[src/rtl/ame_num_expand.sv]
// Applies a power-of-two code (sign, zero, exponent) to a signed operand by multi-cycle shifting; AME_NUM_EXPAND_SAT_EN adds overflow tracking and saturation.
// Latency floor(code/SHIFT_STEP)+2 cycles (1 when zero is set); comp_init_i is ignored while busy, nothing is queued.
module ame_num_expand #(
  parameter int COMP_DATA_BITS = 64,
  parameter int SHIFT_STEP     = 8
) (
  input  logic                              clk_i,
  input  logic                              rst_n_i,
  input  logic                              comp_init_i,
  output logic                              comp_busy_o,
  output logic                              comp_done_o,
  input  logic                              comp_sign_i,
  input  logic                              comp_zero_i,
  input  logic [$clog2(COMP_DATA_BITS)-1:0] comp_code_i,
  input  logic [COMP_DATA_BITS-1:0]         comp_data_i,
  output logic [COMP_DATA_BITS-1:0]         comp_data_o,
  output logic                              comp_ovf_o
);

  localparam int W  = COMP_DATA_BITS;
  localparam int CW = $clog2(COMP_DATA_BITS);
  localparam logic [CW-1:0] STEP = CW'(SHIFT_STEP);

  typedef enum logic [1:0] {IDLE, SHIFT, SIGN} state_t;

  state_t         state;
  state_t         state_nxt;
  logic [W-1:0]   acc;
  logic [CW-1:0]  remaining;
  logic           sign_q;
  logic           zero_pend;
  logic           accept;
  logic           last_step;
  logic [CW-1:0]  amt;
  logic [W-1:0]   acc_shifted;
  logic [W-1:0]   result_wrap;
  logic [W-1:0]   result_final;

  assign accept      = (state == IDLE) && comp_init_i;
  assign last_step   = remaining < STEP;
  assign amt         = last_step ? remaining : STEP;
  assign result_wrap = sign_q ? (-acc) : acc;

  always_ff @(posedge clk_i or negedge rst_n_i) begin
    if (!rst_n_i) state <= IDLE;
    else          state <= state_nxt;
  end

  always_comb begin
    state_nxt = state;
    case (state)
      IDLE:    if (comp_init_i && !comp_zero_i) state_nxt = SHIFT;
      SHIFT:   if (last_step) state_nxt = SIGN;
      SIGN:    state_nxt = IDLE;
      default: state_nxt = IDLE;
    endcase
  end

  always_comb begin
    comp_busy_o = (state != IDLE);
  end

`ifdef AME_NUM_EXPAND_SAT_EN
  localparam logic [W-1:0] ONE     = W'(1);
  localparam logic [W-1:0] MIN_NEG = {1'b1, {(W-1){1'b0}}};
  localparam logic [W-1:0] MAX_POS = ~MIN_NEG;

  logic [2*W-1:0] shifted_wide;
  logic [W-1:0]   out_bits;
  logic [W-1:0]   out_mask;
  logic           any_one;
  logic           any_zero;
  logic           op_sign;
  logic           ovf_now;

  // Upper half holds the bits pushed out of the accumulator this cycle.
  assign shifted_wide = {{W{1'b0}}, acc} << amt;
  assign acc_shifted  = shifted_wide[W-1:0];
  assign out_bits     = shifted_wide[2*W-1:W];
  assign out_mask     = (ONE << amt) - ONE;
  assign ovf_now      = (acc[W-1] ? any_zero : any_one) | (sign_q && (acc == MIN_NEG));
  assign result_final = ovf_now ? ((op_sign ^ sign_q) ? MIN_NEG : MAX_POS) : result_wrap;

  always_ff @(posedge clk_i or negedge rst_n_i) begin
    if (!rst_n_i) begin
      any_one    <= 1'b0;
      any_zero   <= 1'b0;
      op_sign    <= 1'b0;
      comp_ovf_o <= 1'b0;
    end else begin
      if (accept) begin
        any_one  <= 1'b0;
        any_zero <= 1'b0;
        op_sign  <= comp_data_i[W-1];
      end else if (state == SHIFT) begin
        any_one  <= any_one  | (|(out_bits & out_mask));
        any_zero <= any_zero | (|(~out_bits & out_mask));
      end
      if (zero_pend)            comp_ovf_o <= 1'b0;
      else if (state == SIGN)   comp_ovf_o <= ovf_now;
    end
  end
`else
  assign acc_shifted  = acc << amt;
  assign result_final = result_wrap;
  assign comp_ovf_o   = 1'b0;
`endif

  always_ff @(posedge clk_i or negedge rst_n_i) begin
    if (!rst_n_i) begin
      acc         <= '0;
      remaining   <= '0;
      sign_q      <= 1'b0;
      zero_pend   <= 1'b0;
      comp_done_o <= 1'b0;
      comp_data_o <= '0;
    end else begin
      // A zero code skips the shifter but still reports one cycle later.
      zero_pend   <= accept && comp_zero_i;
      comp_done_o <= zero_pend || (state == SIGN);
      if (accept) begin
        acc       <= comp_data_i;
        remaining <= comp_code_i;
        sign_q    <= comp_sign_i;
      end else if (state == SHIFT) begin
        acc       <= acc_shifted;
        remaining <= remaining - amt;
      end
      if (zero_pend)          comp_data_o <= '0;
      else if (state == SIGN) comp_data_o <= result_final;
    end
  end

endmodule

[config.mk]
export PLATFORM = sky130hd
export DESIGN_NAME = ame_num_expand
export DESIGN_NICKNAME = d
export VERILOG_FILES = /design/src/rtl/ame_num_expand.sv
export SDC_FILE = /design/constraint.sdc
export NUM_CORES = 1
export LEC_CHECK = 0
export ABC_AREA = 1
export ABC_CLOCK_PERIOD_IN_PS = 3900
export CORE_ASPECT_RATIO = 0.5
export CORE_MARGIN = 2
export CORE_UTILIZATION = 45
export DETAILED_ROUTE_END_ITERATION = 8
export PLACE_DENSITY = 0.73
export SYNTH_ARGS = -nofsm -noshare
export SYNTH_HDL_FRONTEND = slang
export SYNTH_SLANG_ARGS = --single-unit
export TNS_END_PERCENT = 100
[constraint.sdc]
create_clock -name clk_i -period 3.9 [get_ports clk_i]
set_clock_uncertainty 0.05 [all_clocks]
set_input_delay 0.78 -clock clk_i [delete_from_list [all_inputs] [get_ports clk_i]]
set_output_delay 0.78 -clock clk_i [all_outputs]
set_load 0.05 [all_outputs]
### Word-level counts from Yosys, hierarchy flattened

Cells that the tools add are included.

| cells by class | value |
|---|---|
| add/subtract/negate cells | 2 |
| magnitude comparators | 1 |
| eq/ne operators | 4 |
| shifts and indexed selects | 1 |
| mux-type cells | 11 |
| reduce and logical (&&, ||, !) cells | 10 |

Operators with widths:

| cell | number |
|---|---|
| 64-bit two-way mux | 5 |
| 64-bit negator | 1 |
| 64-bit by 6-bit left shift with 64-bit output | 1 |
| 6-bit two-way mux | 3 |
| 6-bit by 4-bit less-than comparator with 1-bit output (second input constant) | 1 |
| 2-bit nonzero test | 3 |
| 6-bit subtractor | 1 |
| 2-bit two-way mux | 2 |
| 2-bit case mux with 2 select lines | 1 |
| 1-bit logical AND | 3 |
| 2-bit by 1-bit == test with 1-bit output (second input constant) | 1 |
| 2-bit == test (second input constant) | 1 |
| 2-bit logical NOT | 1 |
| 2-bit by 1-bit inequality test with 1-bit output (second input constant) | 1 |
| 2-bit inequality test (second input constant) | 1 |
| 2-bit AND reduction | 1 |
| 1-bit logical NOT | 1 |
| 1-bit logical OR | 1 |

| word-level totals | value |
|---|---|
| bits in registers | 139 |
| input port bits | 75 |
| output and inout port bits | 67 |
| word-level logic and storage cells | 36 |

### Longest topological paths before layout

Gate-level depths: netlist of the first run.

| depth | value |
|---|---|
| word-level depth | 5 |
| depth in mapped cells | 14 |
| depth with buffers taken out | 14 |

### Worst setup path after synthesis of the first run

Ideal clock, no wire load.

| timing path | value |
|---|---|
| kind | input to register |
| start point | input comp_init_i |
| end point | register acc[46] |
| arrival time | 1720 ps |
| slack | 2011 ps |
| stages | 8 |
| cell sequence | nand3_1 -> buf_2 -> nand2_1 -> inv_2 -> buf_2 -> nand3_1 -> nand3_1 -> o21a_1 |

| on the way | value |
|---|---|
| word-level cells in the longest chain between the ends | 2 |

Ends and longest elaborated chain:

| element | line | text |
|---|---|---|
| start: declaration | 9 | `input logic comp_init_i,` |
| 1-bit logical AND * | 39 | `assign accept = (state == IDLE) && comp_init_i;` |
| 64-bit two-way mux or 2-bit nonzero test (tied branches) | - |  |
| end signal: assignment | 122 | `acc <= comp_data_i;` |
| end signal: assignment | 126 | `acc <= acc_shifted;` |
| end: declaration | 28 | `logic [W-1:0] acc;` |

Every way passes the cells marked *; elsewhere a longest branch is shown, timed or not.
A chain may end at the register's enable or synchronous reset.

### Worst setup path in the final report of the first run

| timing path | value |
|---|---|
| start point | register state[1] |
| end point | output comp_busy_o |

| on the way | value |
|---|---|
| word-level cells in the longest chain between the ends | 1 |

Ends and longest elaborated chain:

| element | line | text |
|---|---|---|
| start: declaration | 26 | `state_t state;` |
| start signal: assignment | 46 | `else state <= state_nxt;` |
| 2-bit nonzero test | 60 | `comp_busy_o = (state != IDLE);` |
| end: declaration | 10 | `output logic comp_busy_o,` |

No other way between the ends.

==> flow_summary.yaml, run 1 <==
timing:
  tightest_slew_ns: 1.07
  rsz0062_at_grt: "false"
  hold_viol: 0
  max_freq_mhz: 386
  fin_crit_sh: 0.665
  period_minus_slack_ns: 2.59
  setup_viol: 0
  tns_ns: 0
  slew-limit-headroom: 0.284
  finalMaxSlewViolations: 0
pwr:
  pwr-share-seq: 0.230
  swShare: 0.593
  p_int_mw: 5.81
  clkPwrFrac: 0.117
  vdd_drop_max_v: 0.000622
  powerDensity_nw_per_um2: 1060
  power.switching_mw: 8.47
  power_frac_comb: 0.653
  cellLeakagePower_nw: 6.62
yosys:
  yosys-top-cells-area: "dfrtp_1, nand2_1, nand3_1, inv_1, nor2_1"
  seq_area_frac_synth: 0.309
  synth_cells: 1913
  yosysWarnings: 0
  async_flop_share: 1.00
  ys_ff_latch: 139
  synth.most_common_cell: "nand2_1"
  synth_common_cells: "nand2_1, nand3_1, inv_1, nor2_1, dfrtp_1"
  synth.top_cell.area_share: 0.309
  yosysTopAreaCell: "dfrtp_1"
  synth_edf_count: 0
  yosys_most_used_dff: "dfrtp_1"
  synthDistinctLibCells: 38
  syn_area_per_cell_um2: 5.88
  syn_area_um2: 11300
  syn_nets: 1990
global_route:
  grt_overflow_total: 0
  antenna_found_initial: 0
  grt_max_degree: 74
  grt_pass1_vias: 12000
  grt_pass1_wl_um: 72600
  track_usage: 0.375
floorplan:
  die_h_um: 116
  core-area_um2: 24300
  rows: 40
  initial_core_util: 0.464
  dieWidth_um: 228
  dieArea_um2: 26400
  boundaryPins: 142
worst_setup_path:
  path_cells: "inv_1 -> nand2_1 -> clkdlybuf4s50_1"
  cp.arrival_ns: 1.76
  critPathMaxStageDelay_ns: 0.80
  required_ns: 3.07
  endpoint_kind: "primary output"
  path_buf_inv: 2
  crit_type: "flop to primary output"
  worstPathMaxFanout: 3
  crit_family: "buffers and inverters"
  cp_slowest_cell: "clkdlybuf4s50_1"
  cp-start-kind: "flop"
place:
  dpl_cell_area_um2: 12900
  dp.cells: 2320
  io_buffers: 140
  dp_hpwl_um: 36200
  gp_congestion: 1.04
status:
  outcome: "complete, no violations"
detailed_routing:
  via_per_inst: 5.72
  drt_iter0_markers: 2069
  routed_wl_um: 48000
  first_pass_iters: 6
  drtAntennaViolNets: 0
  via_count: 13500
  wl_per_cell_um: 20.4
  drc: 0
clocking:
  clock_sinks: 139
  clk_pin_slew_ns: 0.06
  cts_setup_buffers: 0
  clockBufferDepth: 2
  cts_htree_levels: 4
  cts-hold-fix-buffers: 0
  cts_buffers: 17
  worstSkewPairLatency_ns: 0.46
  cts_resized: 0
  cts_tree: "done"
  cts_root_buffer: "clkbuf_16"
cells_and_area:
  fillers: 2537
  area_growth_pct: 19.6
  final_nets: 2080
  fin_cells: 2353
  drive_above_1_share: 0.0451
  stdcell_area_um2: 13500
flow_run:
  cap_violations: 0
worst_hold_path:
  hold_path.class: "input port to asynchronous set/reset pin"
[through the flow]
stage               power (mW)   util  setup WS, ns  hold slack, ns
floorplan                 9.14      -          2.01           0.434
global placement          12.2  0.530          1.06           0.413
detailed placement        12.2  0.530          1.04           0.415
CTS                       13.9  0.554          1.30           0.117
global route              15.2  0.554          1.21           0.132
finish                    14.3  0.554          1.31           0.123
[routing by layer]
metal,up-vias,GRT usage,share of wire
li1,6362,-,-
met1,6194,0.571,0.47
met2,846,0.471,0.36
met3,49,0.172,0.16
met4,0,0.0715,0.011
met5,-,0,0
[power groups by stage]
stage / clock network, mW / logic, mW / registers, mW
6_report: 1.67 / 9.33 / 3.28
2_1_floorplan: 0 / 5.49 / 3.65
3_5_place_dp: 0 / 9.01 / 3.19
3_3_place_gp: 0 / 8.98 / 3.18
5_1_grt: 1.74 / 10.2 / 3.29
4_1_cts: 1.67 / 9.06 / 3.17
[layout by cell type (no fill, tap or decap), drive strengths merged, types with 19 or more instances in the layout]
cell / instances
o21ai: 81
inv: 173
nand3: 387
nand4: 22
clkbuf: 19
nand2: 751
buf: 27
a21oi: 39
dfrtp: 139
nor2: 163
clkdlybuf4s50: 139
[area by class of cell]
type / count / area, um^2 / area share
multi-input combinational: 1513 / 6710 / 0.499
sequential: 139 / 3480 / 0.259
timing repair buffer: 166 / 1640 / 0.122
inverter: 166 / 623 / 0.0463
clock buffer: 19 / 453 / 0.0337
tap: 336 / 420 / 0.0312
clock inverter: 13 / 130 / 0.00967
antenna: 1 / 2.50 / 0.000186
[final timing paths]
path / to / slack, ns / startpoint / cells past startpoint
hold reg to reg: comp_data_o[60] / 0.43 / comp_data_o[60] / 2
setup / recovery: comp_busy_o / 1.31 / state[1] / 3
setup reg to reg: acc[34] / 1.40 / remaining[3] / 13
max in group asynchronous: comp_data_o[61] / 2.68 / rst_n_i / 2
min in group clk_i: comp_data_o[60] / 0.43 / comp_data_o[60] / 2
hold / removal: acc[1] / 0.12 / rst_n_i / 1
[cell families (layout without fill, tap and decap cells)]
| kind of cell | Yosys count | after routing | share of synthesized area |
|---|---|---|---|
| other | 2 | 3 | 0.000667 |
| AO/OA/AOI/OAI | 164 | 164 | 0.0840 |
| flip-flops | 139 | 139 | 0.309 |
| AND/OR/NAND/NOR | 1345 | 1345 | 0.508 |
| adder cells (fa/ha/maj) | 2 | 2 | 0.00222 |
| buffers and inverters | 261 | 364 | 0.0960 |
[state kept, by name, summed over array words and instances, names as in the netlist]
name	flops
acc	64
comp_data_o	64
comp_done_o	1
remaining	6
sign_q	1
state	2
zero_pend	1
Power figures use the tool's default switching activity.
==> inputs of run 2 (changes only) <==
- ABC_CLOCK_PERIOD_IN_PS: 3900 -> 2500
- clock period: 3.9 -> 2.5 ns (I/O delays scaled with it)
==> run 2 against run 1 <==
Effect of this change: sequential cell count unchanged; count of clock-buffer cells in the layout down 2; global-route usage up 1.8 points; critical path depth unchanged; via count up 2.8%; die area unchanged; sequential share of layout area down 0.92 points; hold slack better by 0.30 ns; total power up 63%; non-clock buffer count up 51; cell count up 2.1%.
==> flow_summary.yaml, run 2 (synthesis gave the netlist of run 1 again) <==
worst_setup_path:
  path_cells: "inv_1 -> nand2_1 -> clkdlybuf4s50_1"
  cp-start-kind: "flop"
  worstPathMaxFanout: 3
  r2r_start: "acc[0]"
  path_buf_inv: 2
  endpoint_kind: "primary output"
  cp.arrival_ns: 1.79
  worstSetupStartpoint: "state[1]"
  reg2reg_depth: 9
  cp_slowest_cell: "clkdlybuf4s50_1"
  required_ns: 1.95
  worstSetupPathDepth: 3
  r2r_slack_ns: 0.19
  critPathMaxStageDelay_ns: 0.79
  r2r-end: "comp_data_o[56]"
  critical_path.endpoint: "comp_busy_o"
  crit_type: "flop to primary output"
  crit_family: "buffers and inverters"
timing:
  period_minus_slack_ns: 2.34
  hold_slack_ns: 0.426
  rsz0062_at_grt: "false"
  tightest_slew_ns: 0.606
  hold_viol: 0
  slew-limit-headroom: 0.596
  max_freq_mhz: 427
  fin_crit_sh: 0.936
  tns_ns: 0
  finalMaxSlewViolations: 0
  setup_ws_ns: 0.159
  setup_viol: 0
detailed_routing:
  drtAntennaViolNets: 0
  wl_met1_um: 23400
  via_per_inst: 5.75
  met3_length_um: 8790
  drc: 0
  routed_wl_um: 50500
  wl_met2_um: 17700
  drt_iter0_markers: 2057
  top_layer: "met5"
  first_pass_iters: 8
  via_count: 13800
  wl_per_cell_um: 21.0
floorplan:
  die_h_um: 116
  initial_core_util: 0.464
  dieArea_um2: 26400
  rows: 40
  boundaryPins: 142
  dieWidth_um: 228
  core-area_um2: 24300
clocking:
  cts-hold-fix-buffers: 1
  cts_buffers: 17
  cts_htree_levels: 4
  clk_pin_slew_ns: 0.07
  cts_resized: 0
  cts_root_buffer: "clkbuf_16"
  worstSkewPairLatency_ns: 0.47
  clock_sinks: 139
  cts_tree: "done"
  clockBufferDepth: 2
  cts_setup_buffers: 0
flow_run:
  cap_violations: 0
status:
  outcome: "complete, no violations"
pwr:
  p_int_mw: 9.62
  cellLeakagePower_nw: 6.91
  powerDensity_nw_per_um2: 1670
  pwr-share-seq: 0.216
  clkPwrFrac: 0.115
  vdd_drop_max_v: 0.00143
  power_frac_comb: 0.669
  swShare: 0.587
  power.switching_mw: 13.7
  p_total_mw: 23.3
cells_and_area:
  drive_above_1_share: 0.0682
  antenna_cells: 0
  area_growth_pct: 24.0
  final_cell_mix: "nand2_1, nand3_1, inv_1"
  final_nets: 2131
  final_common_cell: "nand2_1"
  largestRegisters: "acc x64, comp_data_o x64, remaining x6"
  stdcell_area_um2: 14000
place:
  io_buffers: 140
  dp_hpwl_um: 39300
  gp_congestion: 1.03
  dpl_cell_area_um2: 13300
  pre_cts_slack_ns: 0.215
global_route:
  grt_max_degree: 69
  grt_pass1_wl_um: 74900
  grt_overflow_total: 0
  track_usage: 0.393
  grt_pass1_vias: 12300
  antenna_found_initial: 1
worst_hold_path:
  hold_path.class: "flop to flop"
run 2: cell types whose count changed in the layout (fill, tap and decap cells not counted):
cell	change
buf_4	+42
buf_12	+8
inv_8	+4
clkbuf_8	-2
clkinv_2	-1
clkinv_8	+1
clkinvlp_4	-1
diode_2	-1
dlygate4sd3_1	+1
inv_6	-1
run 2: per-layer routing:
metal / vias to the layer above / global-route usage
met4: 2 / 0.0632
met1: 6378 / 0.596
met5: - / 0.00717
li1: 6461 / -
met2: 910 / 0.482
met3: 72 / 0.204
run 2: power by group through the flow:
stage          combinational [mW]  clock (mW)  sequential [mW]
3_3_place_gp                 15.0           0             4.88
4_1_cts                      15.1        2.68             4.86
2_1_floorplan                8.56           0             5.70
6_report                     15.6        2.67             5.04
3_5_place_dp                 15.1           0             4.89
5_1_grt                      16.9        2.77             5.06
run 2: metrics by stage:
stage / utilization / instances
finish: 0.575 / 2403
global route: 0.575 / 2403
floorplan: - / 1913
detailed placement: 0.550 / 2370
CTS: 0.575 / 2403
global placement: 0.550 / 2370
run 2: how the worst min path moves through the flow:
stage / slack (ns) / start / cells after the start / endpoint
5_1_grt: 0.45 / comp_data_o[52] / 2 / comp_data_o[52]
3_3_place_gp: 0.41 / comp_data_o[3] / 2 / comp_data_o[3]
6_report: 0.43 / comp_data_o[61] / 2 / comp_data_o[61]
2_1_floorplan: 0.15 / rst_n_i / 0 / acc[0]
3_5_place_dp: 0.42 / comp_data_o[61] / 2 / comp_data_o[61]
4_1_cts: 0.43 / comp_data_o[61] / 2 / comp_data_o[61]
run 2: area by class of cell:
class	count	area, um^2
Fill cell	2500	10300
Multi-Input combinational cell	1513	6710
Sequential cell	139	3480
Timing Repair Buffer	217	2120
Inverter	166	623
Clock buffer	17	425
Tap cell	336	420
Clock inverter	15	170
run 2: worst reg2reg max path, delay by kind of cell (launching register included):
| kind | cells | cell delay, ns |
|---|---|---|
| fa+ha+maj | 1 | 0.30 |
| simple gates | 5 | 0.79 |
| buf+inv | 2 | 0.26 |
| compound gates | 1 | 0.43 |
| flops | 1 | 0.38 |
==> inputs of run 3 (changes only) <==
- CTS_BUF_LIST: default -> sky130_fd_sc_hd__clkbuf_8
==> run 3 against run 2 <==
Effect of this change: sequential cell count unchanged; hold slack improved by 0.0081 ns; combinational power about the same; non-clock buffer count unchanged; clock power decreased by 25%; setup slack got worse by 0.043 ns; critical endpoint unchanged; highest routed layer unchanged.
==> flow_summary.yaml, run 3 (synthesis gave the netlist of run 1 again) <==
clocking:
  clock_sinks: 139
  clk_pin_slew_ns: 0.09
  cts_htree_levels: 4
  cts_tree: "done"
  cts_setup_buffers: 0
  clockBufferDepth: 2
  cts_buffers: 17
  cts_resized: 0
  cts_root_buffer: "clkbuf_8"
  cts-hold-fix-buffers: 1
  worstSkewPairLatency_ns: 0.52
cells_and_area:
  register_area_um2: 3480
  largestRegisters: "acc x64, comp_data_o x64, remaining x6"
  fillers: 2518
  multiInputGateArea_um2: 6710
  drive_above_1_share: 0.0682
  antenna_cells: 0
  final_cell_mix: "nand2_1, nand3_1, inv_1"
  final_common_cell: "nand2_1"
  area_growth_pct: 22.3
  final_nets: 2131
floorplan:
  dieWidth_um: 228
  core-area_um2: 24300
  dieArea_um2: 26400
  initial_core_util: 0.464
  rows: 40
  boundaryPins: 142
  die_h_um: 116
detailed_routing:
  via_per_inst: 5.73
  first_pass_iters: 7
  drt_iter0_markers: 2032
  wl_per_cell_um: 21.1
  drc: 0
  via_count: 13800
  routed_wl_um: 50700
  drtAntennaViolNets: 0
worst_setup_path:
  reg2reg_depth: 9
  path_cells: "inv_1 -> nand2_1 -> clkdlybuf4s50_1"
  worstPathMaxFanout: 3
  cp.arrival_ns: 1.83
  endpoint_kind: "primary output"
  cp_slowest_cell: "clkdlybuf4s50_1"
  required_ns: 1.95
  crit_type: "flop to primary output"
  cp-start-kind: "flop"
  critPathMaxStageDelay_ns: 0.79
place:
  gp_congestion: 1.03
  io_buffers: 140
  pre_cts_slack_ns: 0.215
  dp_hpwl_um: 39300
global_route:
  grt_max_degree: 69
  track_usage: 0.391
  antenna_found_initial: 2
  grt_pass1_vias: 12200
  grt_pass1_wl_um: 74700
  grt_overflow_total: 0
timing:
  max_freq_mhz: 419
  fin_crit_sh: 0.954
  rsz0062_at_grt: "false"
  tns_ns: 0
  finalMaxSlewViolations: 0
  tightest_slew_ns: 0.619
  hold_viol: 0
  slew-limit-headroom: 0.588
  period_minus_slack_ns: 2.38
  setup_ws_ns: 0.116
  setup_viol: 0
pwr:
  powerDensity_nw_per_um2: 1640
  cellLeakagePower_nw: 6.82
  vdd_drop_max_v: 0.00120
worst_hold_path:
  hold_depth: 2
  hold_path.class: "flop to flop"
status:
  outcome: "complete, no violations"
flow_run:
  cap_violations: 0
==> run 3: cell types whose count changed in the layout (fill, tap and decap cells not counted) <==
| cell | delta |
|---|---|
| clkbuf_8 | +17 |
| clkbuf_16 | -17 |
==> run 3: worst paths after layout <==
| kind | startpoint | endpoint | slack [ns] |
|---|---|---|---|
| max | state[1] | comp_busy_o | 0.12 |
| min | comp_data_o[42] | comp_data_o[42] | 0.43 |
| max reg2reg | acc[0] | comp_data_o[56] | 0.21 |
| min reg2reg | comp_data_o[42] | comp_data_o[42] | 0.43 |
| max in group asynchronous | rst_n_i | comp_data_o[43] | 1.20 |
| min in group asynchronous | rst_n_i | acc[3] | 0.49 |
==> run 3: cell type report <==
class                   count  area share
clock buffers              17      0.0170
clock inverters            15      0.0124
inverters                 166      0.0453
multi-input cells        1513       0.488
flip-flops and latches    139       0.253
well taps                 336      0.0305
repair buffers            217       0.154
==> run 3: report_power, final <==
group / switching, mW / leakage, nW / internal, mW
clock network: 1.15 / 0.201 / 0.841
registers: 1.70 / 1.74 / 3.33
logic: 10.8 / 4.88 / 4.85
==> run 3: worst max-delay path, delay by kind of cell (launching register included) <==
kind	cells	cell delay, ns
buffers and inverters	2	0.86
flip-flops	1	0.41
AND/OR/NAND/NOR	1	0.06
==> run 3: layer usage <==
layer | wire length (um) | global-route usage | up-vias | part of all wire
li1 | - | - | 6457 | -
met1 | 23300 | 0.592 | 6340 | 0.46
met2 | 17900 | 0.475 | 912 | 0.35
met3 | 8760 | 0.200 | 65 | 0.17
met4 | 671 | 0.0832 | 4 | 0.013
met5 | 29 | 0.00717 | - | 0.00057
==> run 3: per-stage QoR <==
step                hold WS (ns)  area [um^2]  std cells  utilization  power [mW]
finish                     0.434        13800       2403        0.567        22.6
global route               0.461        13800       2403        0.567        24.1
CTS                        0.440        13800       2403        0.567        22.0
detailed placement         0.416        13300       2370        0.550        20.0
global placement           0.413        13300       2370        0.550        19.9
floorplan                  0.154        11300       1913            -        14.3
